===== config.mk =====
export PLATFORM = sky130hd
export DESIGN_NAME = ofe_tx_serializer
export DESIGN_NICKNAME = d
export VERILOG_FILES = /design/src/rtl/ofe_tx_serializer.sv
export SDC_FILE = /design/constraint.sdc
export NUM_CORES = 1
export LEC_CHECK = 0
export CORE_AREA = 2 2 39 41
export CTS_CLUSTER_DIAMETER = 80
export DETAILED_ROUTE_END_ITERATION = 8
export DIE_AREA = 0 0 41 43
export PLACE_DENSITY = 0.71
export SYNTH_ARGS = -nofsm -noshare
export SYNTH_HDL_FRONTEND = slang
export SYNTH_SLANG_ARGS = --single-unit

===== constraint.sdc =====
create_clock -name ECLK -period 4.8 [get_ports ECLK]
set_input_delay 0.96 -clock ECLK [delete_from_list [all_inputs] [get_ports ECLK]]
set_output_delay 0.96 -clock ECLK [all_outputs]
set_load 0.01 [all_outputs]

===== src/rtl/ofe_tx_serializer.sv =====
// rtl/ofe_tx_serializer.sv - parallel-to-serial gearbox feeding an enable/preset output flop
module ofe_tx_serializer #(
  parameter int   WIDTH     = 4,
  parameter logic IDLE_VAL  = 1'b1,
  parameter bit   LSB_FIRST = 1'b1
) (
  input  logic             ECLK,
  input  logic             RST,
  input  logic [WIDTH-1:0] DIN,
  input  logic             DVALID,
  output logic             DREADY,
  output logic             D_OUT,
  output logic             SP_OUT,
  output logic             BUSY
);

  localparam int             CW       = $clog2(WIDTH);
  localparam logic [CW-1:0]  CNT_LAST = CW'(WIDTH - 1);

  typedef enum logic [1:0] {
    IDLE  = 2'd0,
    SHIFT = 2'd1,
    TAIL  = 2'd2
  } state_t;

  state_t            state_q, state_d;
  logic              hf_q, hf_d;
  logic [WIDTH-1:0]  hr_q, hr_d;
  logic [WIDTH-1:0]  sr_q, sr_d;
  logic [CW-1:0]     cnt_q, cnt_d;
  logic              dout_q, dout_d;
  logic              sp_q, sp_d;

  logic              ld;
  logic              accept;

  // A held word moves into the shifter when the shifter is free or on its last bit,
  // which is what makes back-to-back words gapless.
  assign ld     = hf_q & ((state_q != SHIFT) | (cnt_q == CNT_LAST));
  assign DREADY = ~RST & (~hf_q | ld);
  assign accept = DVALID & DREADY;

  assign D_OUT  = dout_q;
  assign SP_OUT = sp_q;
  assign BUSY   = hf_q | (state_q != IDLE);

  // Next-state logic: load / shift / tail sequencing plus the hold-register handshake.
  always_comb begin
    state_d = state_q;
    hf_d    = hf_q;
    hr_d    = hr_q;
    sr_d    = sr_q;
    cnt_d   = cnt_q;
    dout_d  = dout_q;
    sp_d    = sp_q;

    if (ld) begin
      sr_d    = hr_q;
      dout_d  = LSB_FIRST ? hr_q[0] : hr_q[WIDTH-1];
      sp_d    = 1'b1;
      cnt_d   = '0;
      state_d = SHIFT;
      hf_d    = 1'b0;
    end else begin
      case (state_q)
        SHIFT: begin
          sp_d = 1'b1;
          if (cnt_q != CNT_LAST) begin
            // The bit on D_OUT is always the edge bit of SR; present its neighbour next.
            dout_d = LSB_FIRST ? sr_q[1] : sr_q[WIDTH-2];
            sr_d   = LSB_FIRST ? (sr_q >> 1) : (sr_q << 1);
            cnt_d  = cnt_q + 1'b1;
          end else begin
            // One extra enabled cycle so the output flop captures the idle level.
            dout_d  = IDLE_VAL;
            cnt_d   = '0;
            state_d = TAIL;
          end
        end
        TAIL: begin
          dout_d  = IDLE_VAL;
          sp_d    = 1'b0;
          state_d = IDLE;
        end
        default: begin
          sp_d = 1'b0;
        end
      endcase
    end

    // Accept after the load so a same-edge accept refills HR and keeps HF set.
    if (accept) begin
      hr_d = DIN;
      hf_d = 1'b1;
    end
  end

  // State register with synchronous reset; outputs come straight from these flops.
  always_ff @(posedge ECLK) begin
    if (RST) begin
      state_q <= IDLE;
      hf_q    <= 1'b0;
      hr_q    <= '0;
      sr_q    <= '0;
      cnt_q   <= '0;
      dout_q  <= IDLE_VAL;
      sp_q    <= 1'b0;
    end else begin
      state_q <= state_d;
      hf_q    <= hf_d;
      hr_q    <= hr_d;
      sr_q    <= sr_d;
      cnt_q   <= cnt_d;
      dout_q  <= dout_d;
      sp_q    <= sp_d;
    end
  end

endmodule


==> results.md <==
* Status: completed
* Sequential Power Share at 0.524
* Post-DRT Antenna Nets at 0
* Final wirelength at 1010 um
* Cts repair resizes at 0
* Crit Path Max Fanout at 16
* Min Tclk post-route at 3.37 ns
* Largest family of logic cells by synthesized area: simple AND/OR/NAND/NOR gates
* Initial core utilization at 0.436
* Cell Chain, Critical Path: clkdlybuf4s50_1, a21oi_1, clkdlybuf4s50_1
* Crit path to: DREADY
* Ys flop type: dfxtp_1
* Yosys top cell area share at 0.465
* DR iter-0 viols at 2
* I/O pin cnt at 11
* Critical path type: input pin to output port
* Placement Rows at 14
* Synth Area in XOR/XNOR at 0.0145
* Via Count at 454
* Critical path startpoint: RST
* # DRC at 0
* GR Util All Layers at 0.145
* Per-cell routed wire length at 11.3 um
* Mean Syn Cell Area at 9.89 um^2
* Cell leakage power at roughly 0.30 nW
* Post-CTS Setup Inserts at 0
* Sequential area share after synthesis at 0.465
* Pwr dens at around 330 mW/mm^2
* Hold violation total from the final report at 0
* Ys Warns at 0
* Fin area at approximately 750 um^2
* Die Y-Extent at 43 um
* Die W at 41 um
* 1st-pass router iterations at 4
* Max Cap Viol at 0
* RR Startpoint: hf_q$_SDFFE_PP0P_
* Hold Path Class: flop to flop
* Comb power frac at 0.142
* Hold-fix buffers, CTS at 0
* CP max-delay cell: clkdlybuf4s50_1
* Place WS at between 1 and 1.5 ns
* Die outline area at 0.00176 mm^2
* Worst reg-to-reg path cell count at 3
* Simple-Gate Fraction of Synth Area at 0.193
* Max_slew headroom at 0.652
* Largest net degree at the start of global routing at 17
* Root buffer cell: clkbuf_4
* Register area at around 280 um^2
* Number of distinct library cells after synthesis at 25
* Setup tns final at 0 ns
* Fillers at about 130
* Setup-failing EPs final at 0
* Multi-input logic area at 303 um^2
* Worst slew pin tran at ~0.52 ns
* Gate Count Post-Synth at 61
* Clk pwr share at 0.334
* Clock transition at path regs at around 0.080 ns
* Synthesized flop and latch total at 14
* Crit start category: input pin
* Core Box Area at 0.00138 mm^2
* Syn Std Cell Area at roughly 600 um^2
* Pint at 192 uW
* CP arrival at 2.41 ns
* Reg2Reg Setup Slack at 3.18 ns
* Detailed Place HPWL at 725 um
* Grt ovf at 0
* Post-synth EDFFs at 0
* Maximum clock rate at around 300 MHz
* # clock sinks at 14
* Htree depth at 1
* Post-synthesis compound-gate area fraction at 0.149
* Nets at 82
* Final Max Slew Viols at 0
* Clk buf depth at 2
* Area share of fa/ha/maj cells after synthesis at 0.0207
* CP endpoint kind: output port
* Most common cell in the netlist: dfxtp_1
* Area grow syn2layout at 24.5%
* Layout cell share with drive strength beyond 1 at 0.151
* Total power at between 200 and 250 uW
* Post-DP Area at 714 um^2
* Critical R2R Capture: D_OUT$_SDFFE_PP1P_
* Commonest cells post-synth: dfxtp_1 (14), a21oi_1 (7), nor2_1 (5)
* Synth Net Count at 69
* Mux cell area share after synthesis at 0.124
* Most common cell on crit path: clkdlybuf4s50_1
* Max rail drop VDD at between 0.15 and 0.2 mV
* Post-Route Skew at about 0.0047 ns
* Cts bufs inserted at 3
* Initial antenna violation count at 0
* Clk_lat worst skew at 0.27 ns
* Area leader, netlist: dfxtp_1
* Req. time, crit path at 3.84 ns
* FFs w/ async S/R, synth at 0
* Final setup margin at 1.43 ns
* RSZ-0062 raised after global routing: no
* Port Buf Inserts at 10
* Final Wtd Congestion at approximately 0.68
* Most area-consuming cells after synthesis: dfxtp_1 (46%), mux2_2 (7.5%), a21oi_1 (5.8%)
* First-pass GRT wire length at around 1700 um
* Net Sw Power at 56.7 uW
* Vias in the first global route at around 420
* Period utilization at 0.702
* Vias per cell at 5.10
* Switching part of the total power at 0.228
* WHS Path Cells at 2
* CTS tree: done
* Max stage delay on crit path at 0.67 ns
* Ant. Diodes at 0
-- worst min-delay path by stage --
| stage | from | end |
|---|---|---|
| after global routing | cnt_q[1]$_SDFFE_PP0N_ | cnt_q[1]$_SDFFE_PP0N_ |
| after floorplan | cnt_q[1]$_SDFFE_PP0N_ | cnt_q[1]$_SDFFE_PP0N_ |
| after global placement | cnt_q[1]$_SDFFE_PP0N_ | cnt_q[1]$_SDFFE_PP0N_ |
| final | cnt_q[1]$_SDFFE_PP0N_ | cnt_q[1]$_SDFFE_PP0N_ |
| after detailed placement | cnt_q[1]$_SDFFE_PP0N_ | cnt_q[1]$_SDFFE_PP0N_ |
| after CTS | cnt_q[1]$_SDFFE_PP0N_ | cnt_q[1]$_SDFFE_PP0N_ |
-- critical path: cells and delay by family --
family	cells	cell delay (ns)
buf+inv	2	1.22
compound gates	1	0.23
-- power groups by stage --
stage	registers [mW]	clock network (mW)	logic, mW
after floorplan	0.131	0	0.0227
after global placement	0.133	0	0.0349
after detailed placement	0.133	0	0.0357
after CTS	0.130	0.0879	0.0358
after global routing	0.131	0.0921	0.0396
final	0.130	0.0830	0.0354
-- registers in the layout, indices dropped and copies added, names as in the netlist --
| register | cells |
|---|---|
| hf_q | 1 |
| cnt_q | 2 |
| state_q | 2 |
| sr_q | 3 |
| SP_OUT | 1 |
| hr_q | 4 |
| D_OUT | 1 |
-- placed cells by master, fill, tap and decap left out, drive strengths merged --
cell type      count
a21oi              7
nand2b             2
clkbuf             4
clkdlybuf4s50     10
o211ai             1
xor2               1
a211oi             2
or2b               1
o21ai              1
o22a               1
mux2i              3
nor2               5
inv                3
or3                2
nor2b              4
or3b               1
dfxtp             14
nor3               1
a221o              1
nor3b              1
nand3              2
mux2               4
ha                 1
a211o              1
-- area by class of cell --
class / count / share of cell area
Tap cell: 16 / 0.0267
Multi-Input combinational cell: 42 / 0.403
Timing Repair Buffer: 10 / 0.133
Inverter: 3 / 0.0150
Sequential cell: 14 / 0.373
Clock buffer: 4 / 0.0483
-- kinds of logic (layout without fill, tap and decap cells) --
logic type      after synthesis  in the layout
fa+ha+maj                     1              1
buf+inv                       5             17
compound gates               14             14
simple gates                 19             19
xor+xnor                      1              1
flops                        14             14
mux                           7              7
-- layer usage --
layer / share of wire / wire length, um / up-vias / global-route usage
met4: 0 / 0 / 0 / 0.100
met5: 0 / 0 / - / 0
li1: - / - / 243 / -
met1: 0.48 / 482 / 202 / 0.189
met2: 0.49 / 492 / 9 / 0.203
met3: 0.036 / 36 / 0 / 0.0314
-- per-stage QoR --
stage               hold WS [ns]  utilization  std cells
floorplan                  0.447            -         61
global placement           0.466        0.516         85
detailed placement         0.472        0.516         85
CTS                        0.484        0.542         89
global route               0.512        0.542         89
finish                     0.480        0.542         89
(Power assumes the default switching activity.)
